===== src/rtl/fp_add_pkg.sv =====
`default_nettype none
//==============================================================================
// Module : fp_add_pkg
// Shared constants and helpers for the pipelined floating-point adder.
// Rev    : 1.0
//==============================================================================
package fp_add_pkg;

    // Bit positions inside the 4-bit exception flag vector
    localparam int FLAG_INVALID   = 3;
    localparam int FLAG_OVERFLOW  = 2;
    localparam int FLAG_UNDERFLOW = 1;
    localparam int FLAG_INEXACT   = 0;

    localparam logic [31:0] CANON_NAN_FP32 = 32'h7FC0_0000;

    function automatic int bias_of(input int exp_w);
        return (1 << (exp_w - 1)) - 1;
    endfunction

    function automatic int exp_max_of(input int exp_w);
        return (1 << exp_w) - 1;
    endfunction

    // Hidden bit + fraction + guard/round/sticky
    function automatic int xman_w_of(input int man_w);
        return man_w + 4;
    endfunction

endpackage : fp_add_pkg
`default_nettype wire


===== src/rtl/fp_add_pipe_lzc.sv =====
`default_nettype none
//==============================================================================
// Module : lzc
// Parametrised leading-zero counter; an all-zero input reports W.
// Rev    : 1.0
//==============================================================================
module lzc #(
    parameter int W  = 28,
    parameter int CW = $clog2(W + 1)
) (
    input  logic [W-1:0]  i_vec,
    output logic [CW-1:0] o_count
);

    // The highest set bit is the last one visited, so it wins
    always_comb begin
        o_count = CW'(W);
        for (int i = 0; i < W; i++) begin
            if (i_vec[i]) begin
                o_count = CW'(W - 1 - i);
            end
        end
    end

endmodule : lzc
`default_nettype wire


===== src/rtl/fp_add_pipe.sv =====
`default_nettype none
//==============================================================================
// Module : fp_add_pipe
// Three-stage IEEE-754-style adder/subtractor with RNE rounding and flags.
// Rev    : 1.0
//==============================================================================
module fp_add_pipe
    import fp_add_pkg::*;
#(
    parameter int EXP_W = 8,
    parameter int MAN_W = 23
) (
    input  logic                     clk,
    input  logic                     rst_n,
    input  logic                     in_valid,
    output logic                     in_ready,
    input  logic [EXP_W+MAN_W:0]     in_a,
    input  logic [EXP_W+MAN_W:0]     in_b,
    input  logic                     in_sub,
    output logic                     out_valid,
    input  logic                     out_ready,
    output logic [EXP_W+MAN_W:0]     out_result,
    output logic [3:0]               out_flags
);

    localparam int W   = 1 + EXP_W + MAN_W;
    localparam int XW  = xman_w_of(MAN_W);
    localparam int SW  = XW + 1;
    localparam int LZW = $clog2(SW + 1);
    localparam int EW  = EXP_W + 2;

    localparam logic [W-1:0]         CANON_NAN = {1'b0, {EXP_W{1'b1}}, 1'b1, {(MAN_W-1){1'b0}}};
    localparam logic [EXP_W-1:0]     D_MAX     = EXP_W'(MAN_W + 3);
    localparam logic signed [EW-1:0] EMAX_S    = EW'(exp_max_of(EXP_W));
    localparam logic signed [EW-1:0] EZERO_S   = '0;

    typedef struct packed {
        logic             special;
        logic [W-1:0]     spec_res;
        logic [3:0]       spec_flags;
        logic             sign;
        logic             eff_sub;
        logic [EXP_W-1:0] exp;
        logic [XW-1:0]    mx;
        logic [XW-1:0]    my;
    } s1_t;

    typedef struct packed {
        logic             special;
        logic [W-1:0]     spec_res;
        logic [3:0]       spec_flags;
        logic             sign;
        logic [EXP_W-1:0] exp;
        logic [SW-1:0]    mag;
        logic [LZW-1:0]   lz;
    } s2_t;

    s1_t            r_s1;
    s2_t            r_s2;
    logic           r_s1_valid;
    logic           r_s2_valid;
    logic           r_out_valid;
    logic [W-1:0]   r_out_result;
    logic [3:0]     r_out_flags;

    logic           w_advance;
    s1_t            w_s1;
    s2_t            w_s2;
    logic [W-1:0]   w_res;
    logic [3:0]     w_flags;

    assign w_advance  = !r_out_valid || out_ready;
    assign in_ready   = w_advance;
    assign out_valid  = r_out_valid;
    assign out_result = r_out_result;
    assign out_flags  = r_out_flags;

    //--------------------------------------------------------------------------
    // S1: decode, order by magnitude, align the smaller operand
    //--------------------------------------------------------------------------
    logic             w_sa, w_sb;
    logic [EXP_W-1:0] w_ea, w_eb, w_ex, w_ey, w_d;
    logic [MAN_W-1:0] w_fa, w_fb, w_fx, w_fy;
    logic             w_a_nan, w_b_nan, w_a_inf, w_b_inf, w_a_zero, w_b_zero;
    logic             w_swap;
    logic [XW-1:0]    w_ext_y, w_lost;

    assign w_sa     = in_a[W-1];
    assign w_sb     = in_b[W-1] ^ in_sub;
    assign w_ea     = in_a[W-2 -: EXP_W];
    assign w_eb     = in_b[W-2 -: EXP_W];
    assign w_fa     = in_a[MAN_W-1:0];
    assign w_fb     = in_b[MAN_W-1:0];
    assign w_a_nan  = (&w_ea) && (|w_fa);
    assign w_b_nan  = (&w_eb) && (|w_fb);
    assign w_a_inf  = (&w_ea) && !(|w_fa);
    assign w_b_inf  = (&w_eb) && !(|w_fb);
    assign w_a_zero = ~|w_ea;
    assign w_b_zero = ~|w_eb;
    assign w_swap   = {w_eb, w_fb} > {w_ea, w_fa};
    assign w_ex     = w_swap ? w_eb : w_ea;
    assign w_ey     = w_swap ? w_ea : w_eb;
    assign w_fx     = w_swap ? w_fb : w_fa;
    assign w_fy     = w_swap ? w_fa : w_fb;
    assign w_d      = w_ex - w_ey;
    assign w_ext_y  = {1'b1, w_fy, 3'b000};
    assign w_lost   = w_ext_y & ~({XW{1'b1}} << w_d);

    always_comb begin
        w_s1            = '0;
        w_s1.sign       = w_swap ? w_sb : w_sa;
        w_s1.eff_sub    = w_sa ^ w_sb;
        w_s1.exp        = w_ex;
        w_s1.mx         = {1'b1, w_fx, 3'b000};
        if (w_d >= D_MAX) begin
            w_s1.my = {{(XW-1){1'b0}}, 1'b1};
        end else begin
            w_s1.my = (w_ext_y >> w_d) | {{(XW-1){1'b0}}, |w_lost};
        end

        // Specials bypass the arithmetic path and ride along to S3
        if (w_a_nan || w_b_nan) begin
            w_s1.special  = 1'b1;
            w_s1.spec_res = CANON_NAN;
        end else if (w_a_inf && w_b_inf) begin
            w_s1.special = 1'b1;
            if (w_sa != w_sb) begin
                w_s1.spec_res                 = CANON_NAN;
                w_s1.spec_flags[FLAG_INVALID] = 1'b1;
            end else begin
                w_s1.spec_res = {w_sa, {EXP_W{1'b1}}, {MAN_W{1'b0}}};
            end
        end else if (w_a_inf) begin
            w_s1.special  = 1'b1;
            w_s1.spec_res = {w_sa, {EXP_W{1'b1}}, {MAN_W{1'b0}}};
        end else if (w_b_inf) begin
            w_s1.special  = 1'b1;
            w_s1.spec_res = {w_sb, {EXP_W{1'b1}}, {MAN_W{1'b0}}};
        end else if (w_a_zero && w_b_zero) begin
            w_s1.special  = 1'b1;
            w_s1.spec_res = {w_sa & w_sb, {(W-1){1'b0}}};
        end else if (w_a_zero) begin
            w_s1.special  = 1'b1;
            w_s1.spec_res = {w_sb, w_eb, w_fb};
        end else if (w_b_zero) begin
            w_s1.special  = 1'b1;
            w_s1.spec_res = in_a;
        end
    end

    //--------------------------------------------------------------------------
    // S2: magnitude add/subtract and leading-zero count
    //--------------------------------------------------------------------------
    logic [SW-1:0]  w_mag;
    logic [LZW-1:0] w_lz;

    assign w_mag = r_s1.eff_sub ? ({1'b0, r_s1.mx} - {1'b0, r_s1.my})
                                : ({1'b0, r_s1.mx} + {1'b0, r_s1.my});

    lzc #(
        .W (SW)
    ) u_lzc (
        .i_vec   (w_mag),
        .o_count (w_lz)
    );

    always_comb begin
        w_s2            = '0;
        w_s2.special    = r_s1.special;
        w_s2.spec_res   = r_s1.spec_res;
        w_s2.spec_flags = r_s1.spec_flags;
        w_s2.sign       = r_s1.sign;
        w_s2.exp        = r_s1.exp;
        w_s2.mag        = w_mag;
        w_s2.lz         = w_lz;
    end

    //--------------------------------------------------------------------------
    // S3: normalise, round to nearest even, range check, pack
    //--------------------------------------------------------------------------
    logic                 w_carry, w_g, w_r, w_s, w_up, w_inexact;
    logic [LZW-1:0]       w_lsh;
    logic [XW-1:0]        w_norm;
    logic [MAN_W+1:0]     w_man;
    logic [MAN_W-1:0]     w_frac;
    logic signed [EW-1:0] w_e, w_er;

    assign w_carry = r_s2.mag[SW-1];
    // Leading one belongs one below the carry position
    assign w_lsh   = r_s2.lz - LZW'(1);

    always_comb begin
        if (w_carry) begin
            w_norm = {r_s2.mag[SW-1:2], |r_s2.mag[1:0]};
            w_e    = EW'(r_s2.exp) + EW'(1);
        end else begin
            w_norm = XW'(r_s2.mag << w_lsh);
            w_e    = EW'(r_s2.exp) - EW'(w_lsh);
        end
    end

    assign w_g       = w_norm[2];
    assign w_r       = w_norm[1];
    assign w_s       = w_norm[0];
    assign w_inexact = w_g || w_r || w_s;
    assign w_up      = w_g && (w_r || w_s || w_norm[3]);
    assign w_man     = {1'b0, w_norm[XW-1:3]} + {{(MAN_W+1){1'b0}}, w_up};
    assign w_er      = w_man[MAN_W+1] ? (w_e + EW'(1)) : w_e;
    assign w_frac    = w_man[MAN_W+1] ? w_man[MAN_W:1] : w_man[MAN_W-1:0];

    always_comb begin
        w_res   = '0;
        w_flags = '0;
        if (r_s2.special) begin
            w_res   = r_s2.spec_res;
            w_flags = r_s2.spec_flags;
        end else if (~|r_s2.mag) begin
            w_res = '0;
        end else if (w_er >= EMAX_S) begin
            w_res                   = {r_s2.sign, {EXP_W{1'b1}}, {MAN_W{1'b0}}};
            w_flags[FLAG_OVERFLOW]  = 1'b1;
            w_flags[FLAG_INEXACT]   = 1'b1;
        end else if (w_er <= EZERO_S) begin
            w_res                   = {r_s2.sign, {(W-1){1'b0}}};
            w_flags[FLAG_UNDERFLOW] = 1'b1;
            w_flags[FLAG_INEXACT]   = 1'b1;
        end else begin
            w_res                   = {r_s2.sign, w_er[EXP_W-1:0], w_frac};
            w_flags[FLAG_INEXACT]   = w_inexact;
        end
    end

    //--------------------------------------------------------------------------
    // Pipeline registers: everything moves together or holds together
    //--------------------------------------------------------------------------
    always_ff @(posedge clk or negedge rst_n) begin
        if (!rst_n) begin
            r_s1_valid   <= 1'b0;
            r_s2_valid   <= 1'b0;
            r_out_valid  <= 1'b0;
            r_s1         <= '0;
            r_s2         <= '0;
            r_out_result <= '0;
            r_out_flags  <= '0;
        end else if (w_advance) begin
            r_s1_valid   <= in_valid;
            r_s2_valid   <= r_s1_valid;
            r_out_valid  <= r_s2_valid;
            r_s1         <= w_s1;
            r_s2         <= w_s2;
            r_out_result <= w_res;
            r_out_flags  <= w_flags;
        end
    end

endmodule : fp_add_pipe
`default_nettype wire


===== config.mk =====
export PLATFORM = sky130hd
export DESIGN_NAME = fp_add_pipe
export DESIGN_NICKNAME = d
export VERILOG_FILES = /design/src/rtl/fp_add_pkg.sv /design/src/rtl/fp_add_pipe_lzc.sv /design/src/rtl/fp_add_pipe.sv
export SDC_FILE = /design/constraint.sdc
export NUM_CORES = 1
export LEC_CHECK = 0
export CAP_MARGIN = 40
export CORE_UTILIZATION = 45
export CTS_CLUSTER_SIZE = 8
export DETAILED_ROUTE_END_ITERATION = 6
export SETUP_SLACK_MARGIN = 0.15
export SLEW_MARGIN = 40
export SYNTH_ARGS = -nofsm -noshare
export SYNTH_HDL_FRONTEND = slang
export SYNTH_SLANG_ARGS = --single-unit

===== constraint.sdc =====
create_clock -name clk -period 12 [get_ports clk]
set_input_delay 2.4 -clock clk [delete_from_list [all_inputs] [get_ports clk]]
set_output_delay 2.4 -clock clk [all_outputs]
set_load 0.02 [all_outputs]

After elaboration in Yosys (flattened, before gate mapping)
Cells that the tools add are included.
{"block": "totals", "out_inout_bits": 38, "inputBits": 69, "regBits": 210, "word_cells": 131}
{"block": "classes", "n_mux": 62, "n_shift": 3, "addsub": 8, "n_reduce_logical": 27, "bitwise": 6, "order_cmp": 4, "eq_ne": 1}
{"operator": "$mux 33", "count": 7}
{"operator": "$mux 32", "count": 3}
{"operator": "$mux 5", "count": 16}
{"operator": "$mux 23", "count": 3}
{"operator": "$mux 31", "count": 2}
{"operator": "$mux 27", "count": 2}
{"operator": "$reduce_or 23->1", "count": 2}
{"operator": "$mux 4", "count": 8}
{"operator": "$gt 31x31->1", "count": 1}
{"operator": "$add 27x27->28", "count": 1}
{"operator": "$mux 28", "count": 1}
{"operator": "$reduce_or 28->1", "count": 1}
{"operator": "$shl 28x5->27", "count": 1}
{"operator": "$sub 27x27->28", "count": 1}
{"operator": "$and 27x27->27", "count": 1}
{"operator": "$not 27->27", "count": 1}
{"operator": "$or 27x1->27", "count": 1}
{"operator": "$reduce_or 27->1", "count": 1}
{"operator": "$shl 27x8->27 const A", "count": 1}
{"operator": "$shr 27x8->27", "count": 1}
{"operator": "$add 24x1->25", "count": 1}
{"operator": "$mux 10", "count": 2}
{"operator": "$mux 3", "count": 6}
{"operator": "$mux 8", "count": 2}
{"operator": "18 further kinds", "count": 45}

Longest topological paths before layout
{"block": "depth", "depth_word": 30, "depth_mapped": 27}

By module
From an unflattened synthesis, not the netlist that was laid out.
{"block": "unflattened", "hier_cells": 2188, "area_unflattened_um2": 17677.0}
{"mod": "fp_add_pipe", "instances": 1, "area_per_inst_um2": 17340.4, "cells_per_inst": 2128, "seq_area_each_um2": 5255.0}
{"mod": "lzc", "instances": 1, "area_per_inst_um2": 336.6, "cells_per_inst": 60, "seq_area_each_um2": 0.0}

Worst setup path before layout
Ideal clock, no wire load.
{"block": "synth_path", "path_type": "input to register", "from": "input in_a[26]", "to": "register r_s1[0] (netlist bit)", "arrival_ps": 6320, "n_path_buf": 3, "setup_time_ps": 142, "stages": 19, "required_ps": 11858, "slack_ps": 5538, "path_cell_list": "inv_1 -> ha_1 -> clkbuf_1 -> and2_1 -> a221oi_1 -> o32a_1 -> nand4_1 -> a21boi_0 -> a31oi_1 -> ha_1 -> nand3b_1 -> xnor2_1 -> clkbuf_1 -> clkbuf_1 -> nor2_1 -> o21ai_0 -> nand4_1 -> nor4_1 -> a41oi_1"}
{"block": "synth_between", "elab_chain_cells": 9, "elab_cells_between_ends": 13}
{"item": "start, declared", "line": "fp_add_pipe.sv:17", "text": "input logic [EXP_W+MAN_W:0] in_a,"}
{"item": "$gt 31x31->1", "line": "fp_add_pipe.sv:100", "text": "assign w_swap = {w_eb, w_fb} > {w_ea, w_fa};"}
{"item": "$mux 8 (on tied branches)", "line": "fp_add_pipe.sv:101, fp_add_pipe.sv:102"}
{"item": "$sub 8x8->8", "line": "fp_add_pipe.sv:105", "text": "assign w_d = w_ex - w_ey;"}
{"item": "$shl 27x8->27", "line": "fp_add_pipe.sv:107", "text": "assign w_lost = w_ext_y & ~({XW{1'b1}} << w_d);"}
{"item": "$not 27->27", "line": "fp_add_pipe.sv:107"}
{"item": "$and 27x27->27", "line": "fp_add_pipe.sv:107"}
{"item": "$reduce_or 27->1", "line": "fp_add_pipe.sv:118", "text": "w_s1.my = (w_ext_y >> w_d) | {{(XW-1){1'b0}}, |w_lost};"}
{"item": "$or 27x1->27", "line": "fp_add_pipe.sv:118"}
{"item": "$mux 27 *", "line": "fp_add_pipe.sv:115", "text": "if (w_d >= D_MAX) begin"}
{"item": "end signal, assigned", "line": "fp_add_pipe.sv:249", "text": "r_s1 <= w_s1;"}
{"item": "end, declared", "line": "fp_add_pipe.sv:58", "text": "s1_t r_s1;"}
Mark *: on every way between the ends. The rest lies on a longest branch, timed or not.
A chain may end at the register's enable or synchronous reset.

Worst setup path after layout
{"block": "layout_path", "from": "input in_a[23]", "to": "register r_s1[4] (netlist bit)"}
{"block": "layout_between", "elab_chain_cells": 6, "elab_cells_between_ends": 9}
{"item": "$gt 31x31->1", "line": "fp_add_pipe.sv:100"}
{"item": "$mux 8 (on tied branches)", "line": "fp_add_pipe.sv:101, fp_add_pipe.sv:102"}
{"item": "$sub 8x8->8", "line": "fp_add_pipe.sv:105"}
{"item": "$shr 27x8->27", "line": "fp_add_pipe.sv:118"}
{"item": "$or 27x1->27", "line": "fp_add_pipe.sv:118"}
{"item": "$mux 27 *", "line": "fp_add_pipe.sv:115"}
Marks and branches as above.

==> impl_metrics.py <==
metrics = {
    "synthesis": {
        "synth.largest_area_cell": "dfrtp_1",
        "syn_inst": 2172,
        "ys_seq_elements": 210,
        "synth_warnings": 0,
        "synthTopCellsByArea": "dfrtp_1, nand2_1, ha_1",
        "ys_seq_area_share_pct": 30.1,
        "netlist_area_sq_mm": 0.0175,
        "synth.distinct_cells": 91,
        "syn_nets": 2336,
        "synth_area_per_cell_sq_um": 8.04,
        "ys.flop_type": "dfrtp_1",
        "synth.top_cell.area_share_pct": 30.1,
        "synth-edff-count": 0,
        "synthArstFlopShare_pct": 100,
    },
    "layout": {
        "fin_util_pct": 52.0,
        "syn2layout_area_growth_pct": 12.9,
        "drive_gt1_share_pct": 6.30,
        "n_antenna_cell": 0,
        "fin_nets": 2369,
        "stdcell_count": 2719,
    },
    "floorplanning": {
        "core_area_sq_mm": 0.0379,
        "fp.dieArea_sq_mm": 0.0396,
        "ios": 107,
        "rows": 71,
        "initial_core_util_pct": 46.0,
        "die_h_microns": 199,
        "dieWidth_microns": 199,
    },
    "place": {
        "gp_congestion": 0.976,
        "portBuffers": 106,
        "hpwlAfterDp_mm": 45.1,
        "dp_cells": 2684,
    },
    "routing": {
        "routed_via_density": 6.19,
        "drc_errors": 0,
        "dr.first_iter.drc_count": 1591,
        "via_count": 16800,
        "wl_mm": 59.4,
        "wl_per_cell_microns": 21.8,
        "first_pass_iters": 5,
        "drtAntennaViolNets": 0,
    },
    "timing": {
        "timing.slew.headroom_pct": 40.9,
        "setup_viol": 0,
        "post-route-period-util_pct": 65.9,
        "max_freq_mhz": 126,
        "tns_ns": 0,
        "rsz0062_at_grt": "no",
        "min_period_ns": 7.91,
        "hold_violations": 0,
        "timing.hold.ws_ns": 0.459,
        "worst_pin_slew_ns": 0.884,
        "drv_slew": 0,
        "fin_worst_skew_ns": 0.0278,
    },
    "worst_hold_path": {
        "hold_path.class": "reg2reg",
        "whs_path_depth": 2,
    },
    "worst_setup_path": {
        "r2r_start": "r_s2[0]",
        "crit_required_ns": 12.47,
        "reg2regPathDepth": 21,
        "arrival_ns": 8.38,
        "critPathLaunchType": "input port",
        "end_kind": "flop",
        "r2r_slack_ns": 4.87,
        "slowest_delay_ns": 0.59,
        "path_cells": "clkdlybuf4s50_1, inv_1, ha_1, buf_4, nand4_1, nor4_1, nand3_1, o21a_1, nand2_2, buf_6, mux2_2, a221o_1, a311oi_1, o21a_1, nand2_1, a211oi_2, nand2_1, o221ai_1",
        "endpoint": "r_s1[4]",
        "r2r_end": "out_result[6]",
        "slowest_stage": "clkdlybuf4s50_1",
        "critPathBufInv": 4,
        "critPathMaxFanout": 71,
        "critPathTopFamily": "compound AO/OA/AOI/OAI gates",
        "crit_start": "in_a[23]",
        "path_class": "in2reg",
        "crit_cells": 18,
    },
    "clock_tree": {
        "clk_pin_slew_worst_paths_ns": 0.05,
        "cts_tree": "done",
        "clock_latency_ns": 0.58,
        "cts_buffers": 30,
        "clock_path_buffers": 3,
        "cts_resized": 0,
        "cts_setup_buffers": 0,
        "cts_root_buf": "clkbuf_16",
        "cts_max_level": 1,
        "clock_sinks": 210,
        "postCtsHoldBufs": 0,
    },
    "power": {
        "peakVddDrop_uv": 124,
        "leakage_nw": 8.64,
        "power_density_mw_per_mm2": 246,
    },
    "global_routing": {
        "grt_overflow": 0,
        "grt_pass1_vias": 15900,
        "grt_usage_pct": 30.0,
        "antenna_found_initial": 0,
        "grt_first_pass_wirelength_mm": 91.9,
        "grt_max_degree": 87,
    },
    "job": {
        "max_cap_viol_count": 0,
    },
    "run_status": {
        "outcome": "complete, no violations",
    },
}
-- worst min path at each step --
stage / startpoint / endpoint
CTS: r_s2_valid / out_valid
finish: r_s2[51] / r_s2[51]
global placement: r_s2_valid / r_s2_valid
global route: r_s2[71] / r_s2[71]
detailed placement: r_s2_valid / r_s2_valid
floorplan: r_s2_valid / r_s2_valid
-- area by class of cell --
cell class / instances / area, sq um
inverters: 111 / 419
multi-input cells: 1722 / 11300
fillers: 3689 / 18200
repair buffers: 130 / 1260
clock buffers: 34 / 796
flip-flops and latches: 210 / 5260
clock inverters: 1 / 30.0
well taps: 511 / 639
-- where the power goes --
part           total (mW)  switching (mW)  internal (mW)  leakage (nW)
Sequential           1.13           0.233          0.893          2.69
Clock               0.768           0.309          0.458         0.404
Combinational        2.95            1.80           1.15          5.54
-- metal layers --
metal / global-route usage, % / routed length (microns) / vias up
li1: - / - / 7905
met1: 43.5 / 27300 / 8083
met2: 45.9 / 25900 / 729
met3: 3.51 / 3940 / 106
met4: 10.6 / 2240 / 0
met5: 0 / 0 / -
-- flip-flops by register name, indices dropped and copies added (netlist names) --
signal,cells
out_valid,1
r_s2_valid,1
r_s1_valid,1
r_s1,95
out_result,32
out_flags,4
r_s2,76
-- cell families (layout without fill, tap and decap cells) --
family | Yosys count | count (layout) | share of synthesized area (%)
buffers and inverters | 240 | 276 | 5.42
and+or+nand+nor | 827 | 827 | 21.8
AOI/OAI and AO/OA | 590 | 590 | 21.9
xor gates and xnor gates | 71 | 71 | 3.80
adders and majority gates | 96 | 96 | 6.95
DFF | 210 | 210 | 30.1
muxes | 138 | 138 | 10.0
-- tightest hold or removal path: cells and delay by family, from the launching register on --
kind,cells,cell delay [ns]
and+or+nand+nor,2,0.09
DFF,1,0.33
-- through the flow --
stage | instance area [sq um] | power (mW) | setup slack [ns]
finish | 19700 | 4.85 | 4.09
global route | 19700 | 5.18 | 3.78
CTS | 19700 | 4.82 | 4.19
detailed placement | 18900 | 4.03 | 3.60
global placement | 18900 | 4.01 | 3.61
floorplan | 17500 | 3.18 | 5.54
-- cells in the final DEF (no fill, tap or decap), types with 30 or more instances in the layout --
master | synthesis | routed
nand2_1 | 365 | 364
dfrtp_1 | 210 | 209
nor2_1 | 170 | 170
a21oi_1 | 162 | 162
o21ai_0 | 151 | 148
inv_1 | 109 | 107
clkdlybuf4s50_1 | 0 | 105
mux2i_1 | 103 | 103
ha_1 | 93 | 93
nor3_1 | 69 | 67
nand3_1 | 53 | 53
xnor2_1 | 49 | 47
nand4_1 | 30 | 30
clkbuf_16 | 0 | 30
-- Yosys cell counts (15+ instances only) --
cell,number
and3_1,28
o21ai_0,151
a221oi_1,16
inv_1,109
nor2_1,170
xnor2_1,49
nor4_1,25
nand4_1,30
mux2i_1,103
clkbuf_1,95
a21o_1,15
nand3_1,53
nor3_1,69
a31oi_1,16
a21oi_1,162
mux4_2,29
o31ai_1,15
buf_1,19
xor2_1,18
nand2b_1,15
dfrtp_1,210
o22ai_1,24
a22oi_1,27
nand2_1,365
ha_1,93
Power figures use the tool's default switching activity.
==> patch 1: new RTL, config.mk and constraints unchanged <==
Put one more register stage on the output `out_flags`, cleared by the reset. The value now appears one clock later. The other outputs are not delayed to match.
--- a/src/rtl/fp_add_pipe.sv
+++ b/src/rtl/fp_add_pipe.sv
@@ -73,7 +73,13 @@
     assign in_ready   = w_advance;
     assign out_valid  = r_out_valid;
     assign out_result = r_out_result;
-    assign out_flags  = r_out_flags;
+    always_ff @(posedge clk or negedge rst_n) begin
+        if (!rst_n) begin
+            out_flags <= '0;
+        end else begin
+            out_flags <= r_out_flags;
+        end
+    end
 
     //--------------------------------------------------------------------------
     // S1: decode, order by magnitude, align the smaller operand
Check against the original RTL: not equivalent (Yosys sat finds a counterexample within 4 cycles, from zero or initial values and one cycle with rst_n low).
==> patch 1 against the unedited design <==
Wire length up 4.3%. Final area up 4.1%. Synthesized area up 4.6%. Power up 7.4%. Fmax down 10%. Worst setup slack worse by 900 ps. Sequential cell count up 4. Non-clock buffer count up 2.
==> patch 1: results (changes against the unedited design) <==
outcome=complete, no violations; Worst Path Max Fanout=53 (-25%); LEAKAGE=0.008827 uW (+2.2%); Largest register FFs=95 (unchanged); setup bufs post-CTS=0 (unchanged); Post-Syn Nets=2393 (+2.4%); Yosys cell types=92 (+1.1%); vias post-DR=17575 (+4.5%); Commonest cells post-synth=nand2_1, dfrtp_1, nor2_1, o21ai_0, clkbuf_1; Worst-path clk slew=50 ps (about the same); Initial DRT Pass Iterations=7 (+2); placed cells=2748 (+2.4%); Seq/Total Area, Yosys=29.31% (-0.79 points); H-Tree Depth=1 (unchanged); Synth Instances=2229 (+2.6%); Max stage delay cell, worst path=nor4b_1; CP arrival=9300 ps (+920 ps); CTS resizes=0 (unchanged); XOR/XNOR Fraction of Synth Area=3.260% (-0.54 points); first-pass GRT wire length=97010 um (+5.5%); mux contribution to synthesized area=11.50% (+1.5 points); largest buffer count on any clock path=3 (unchanged); HP Class=flop to flop; Initial DRC Count=1697 (+6.7%); placed cell areas=19710 sq um (+4.4%); delay of the slowest cell on the worst path=690 ps (+100 ps); final WL=61940 um (+4.3%); GRT Total Usage=29.69% (-0.31 points); maximum VDD drop=0.0001168 V (-6.0%); Top reg by flops=r_s1; fin cells=2784 (+2.4%); Worst-Skew Late Latency=590 ps; top cells by area, synth=dfrtp_1, nand2_1, ha_1; Routed Antenna Nets=0 (unchanged); Fill cells=3822 (+3.6%); HPWL after detailed placement=46970 um (+4.2%); Worst Tran Pin Value=818.1 ps (-65.51 ps); post-synthesis adder-cell area fraction=6.589% (-0.36 points); Async S/R FF share, synth=100.0% (unchanged); compound-cell area share of the yosys netlist=22.24% (+0.39 points); vias in the first global route=16874 (+6.0%); largest net degree at the start of global routing=97 (+11%); sw frac=48.71% (+0.38 points); initial antenna violation count=2 (+2); routability cong.=0.9612 (-1.5%); root buffer cell=clkbuf_16; Setup Skew=36.54 ps (+8.724 ps); crit-path leading delay family=simple AND/OR/NAND/NOR gates; total CTS buffers=30 (unchanged); fraction of layout instances using a drive strength above 1=7.307% (+1.0 points); Port-buffer cells=106 (unchanged); pre-CTS setup slack=2702 ps (-897.1 ps)
patch 1: path summary, 6_finish.rpt:
path / endpoint / slack, ps / cells after the start / from
setup reg to reg: out_result[3] / 4900 / 20 / r_s2[0]
hold reg to reg: out_flags[0] / 370 / 0 / r_out_flags[0]
max in group asynchronous: r_s1[62] / 8470 / 3 / rst_n
min in group asynchronous: r_s1[8] / 1800 / 1 / rst_n
setup / recovery: r_s1[25] / 3190 / 22 / in_a[23]
hold / removal: out_flags[0] / 370 / 0 / r_out_flags[0]
patch 1: cell type report:
type	count	area [sq um]	share of cell area, %
clock buffers	33	762.0	3.713
well taps	525	656.9	3.201
diodes	1	2.502	0.01219
flip-flops and latches	214	5356	26.10
clock inverters	1	30.03	0.1463
repair buffers	132	1276	6.218
multi-input cells	1768	12020	58.56
inverters	110	420.4	2.048
patch 1: metal layers:
metal | vias to the layer above | GRT usage (%) | routed length (um)
li1 | 8212 | - | -
met1 | 8427 | 42.14 | 28210
met2 | 775 | 45.60 | 27030
met3 | 159 | 3.883 | 4237
met4 | 2 | 12.00 | 2447
met5 | - | 0 | 12
patch 1: stage by stage:
step	utilization, %	total power (uW)
2_1_floorplan	-	3463
3_3_place_gp	49.27	4376
3_5_place_dp	49.37	4404
4_1_cts	51.36	5169
5_1_grt	51.41	5540
6_report	51.42	5206
patch 1: worst register-to-register path: cells and delay by family (launching register included):
kind                       cells  cell delay (ps)
and+or+nand+nor                5             2100
adders and majority gates      3              720
AOI/OAI and AO/OA              7             2070
DFF                            1              330
muxes                          1              260
buffers and inverters          4             1580
patch 1: cells by family (layout without fill, tap and decap cells):
family,count (synthesis),in the layout
flops,214,214
fa+ha+maj,95,95
compound gates,586,586
buf+inv,247,276
mux,162,162
other cells,0,1
xor+xnor,68,68
simple gates,857,857
patch 1: power by group through the flow:
stage | clock, uW | combinational [uW] | sequential, uW
global placement | 0 | 3240 | 1140
global route | 792 | 3580 | 1170
floorplan | 0 | 2350 | 1110
finish | 749 | 3320 | 1140
CTS | 765 | 3270 | 1140
detailed placement | 0 | 3260 | 1150
==> patch 2: new RTL, same flow settings <==
Made on the original files. `EXP_W`: 8 -> 4.
--- a/src/rtl/fp_add_pipe.sv
+++ b/src/rtl/fp_add_pipe.sv
@@ -7,7 +7,7 @@
 module fp_add_pipe
     import fp_add_pkg::*;
 #(
-    parameter int EXP_W = 8,
+    parameter int EXP_W = 4,
     parameter int MAN_W = 23
 ) (
     input  logic                     clk,
Ports: changed (resized in_a, in_b and out_result); port bits go from 107 to 95. The function was not compared with the original's and may differ.
==> patch 2 against the unedited design <==
Synthesized area down 9.7%. Clock skew down 12 ps. Sequential cell count down 20. Critical path type unchanged. Final area down 10%. Synthesized cell count down 14%. Wire length down 14%. Worst setup slack better by 700 ps. Power up 7.5%. Largest power group unchanged.
==> patch 2: results (changes against the unedited design) <==
outcome=complete, no violations; sw frac=51.73% (+3.4 points); Largest register FFs=87 (-8.4%); PD cells=295.4 nW/um^2 (+20%); Met3 Wirelength=3109 um (-21%); Setup Skew=15.80 ps (-12.02 ps); Fill cells=3376 (-8.5%); H-Tree Depth=4 (+3); top cells by area, synth=dfrtp_1, mux2i_1, ha_1; LEAKAGE=0.007750 uW (-10%); vias in the first global route=13809 (-13%); met1 WL=23460 um (-14%); Design Area, Final=17640 sq um (-10%); Clock buffer cells=17 (-50%); vias per std cell=6.201 (+0.22%); maximum VDD drop=0.0001667 V (+34%); Hold Slack=464.8 ps (+5.606 ps); Max stage delay cell, worst path=inv_2; capturing point of the worst reg2reg path=out_result[11]; sequential cell area=4755 sq um (-9.6%); pre-CTS setup slack=4363 ps (+764.3 ps); wire length on met2=23240 um (-10%); crit-path leading delay family=buffers and inverters; Non-clock inverters=101 (-9.0%); Initial DRC Count=1512 (-5.0%); Worst-path clk slew=80 ps (+30 ps); placed cell areas=16970 sq um (-10%); Syn Area/Cell=8.449 sq um (+5.1%); buffering overhead=6.503% (+0.13 points); largest buffer count on any clock path=2 (-1); Seq/Total Area, Yosys=30.16% (+0.055 points); final WL=51010 um (-14%); post-synthesis adder-cell area fraction=7.301% (+0.35 points); multi-input combinational area share=57.54% (+0.15 points); Port-buffer cells=94 (-11%); Yosys cell types=96 (+5.5%); CP arrival=7540 ps (-840 ps); Worst Path Max Fanout=34 (-52%); vias post-DR=14584 (-13%); XOR/XNOR Fraction of Synth Area=3.476% (-0.32 points); min-delay src=r_s2_valid; clk tree area frac=3.624% (-0.57 points); HPWL after detailed placement=37660 um (-16%); final setup margin=4794 ps (+704.2 ps); Worst-Skew Late Latency=460 ps (-120 ps); multi-input logic cell count=1458 (-15%); first-pass GRT wire length=80060 um (-13%); Hold Crit Endpoint=r_s2_valid; Rel. slew slack=45.96% (+5.1 points); num sequential=190 (-9.5%); r2r setup slk=6550 ps (+1680 ps); Clk pwr share=11.7% (-4.1 points); non-clock buffer count=116 (-11%); placed cells=2319 (-14%)
==> patch 2: changes by cell type after synthesis, moves of 9 or more <==
cell,change
nand2_1,-77
nor2_1,-47
nor3_1,-38
a21oi_1,-36
o21ai_0,-27
dfrtp_1,-20
nand3_1,-20
inv_1,-12
mux2i_1,+11
mux2_2,+10
o31ai_1,+10
a22o_1,-9
buf_1,-9
==> patch 2: logic make-up (layout without fill, tap and decap cells) <==
| kind of cell | Yosys count | in the layout |
|---|---|---|
| and+or+nand+nor | 636 | 636 |
| AOI/OAI and AO/OA | 506 | 506 |
| buffers and inverters | 218 | 249 |
| DFF | 190 | 190 |
| muxes | 165 | 165 |
| adders and majority gates | 91 | 91 |
| xor gates and xnor gates | 60 | 60 |
==> patch 2: routing by layer <==
layer | global-route usage [%] | vias up
met4 | 8.375 | 0
met1 | 41.29 | 7110
met2 | 44.80 | 547
li1 | - | 6847
met5 | 0 | -
met3 | 3.930 | 80
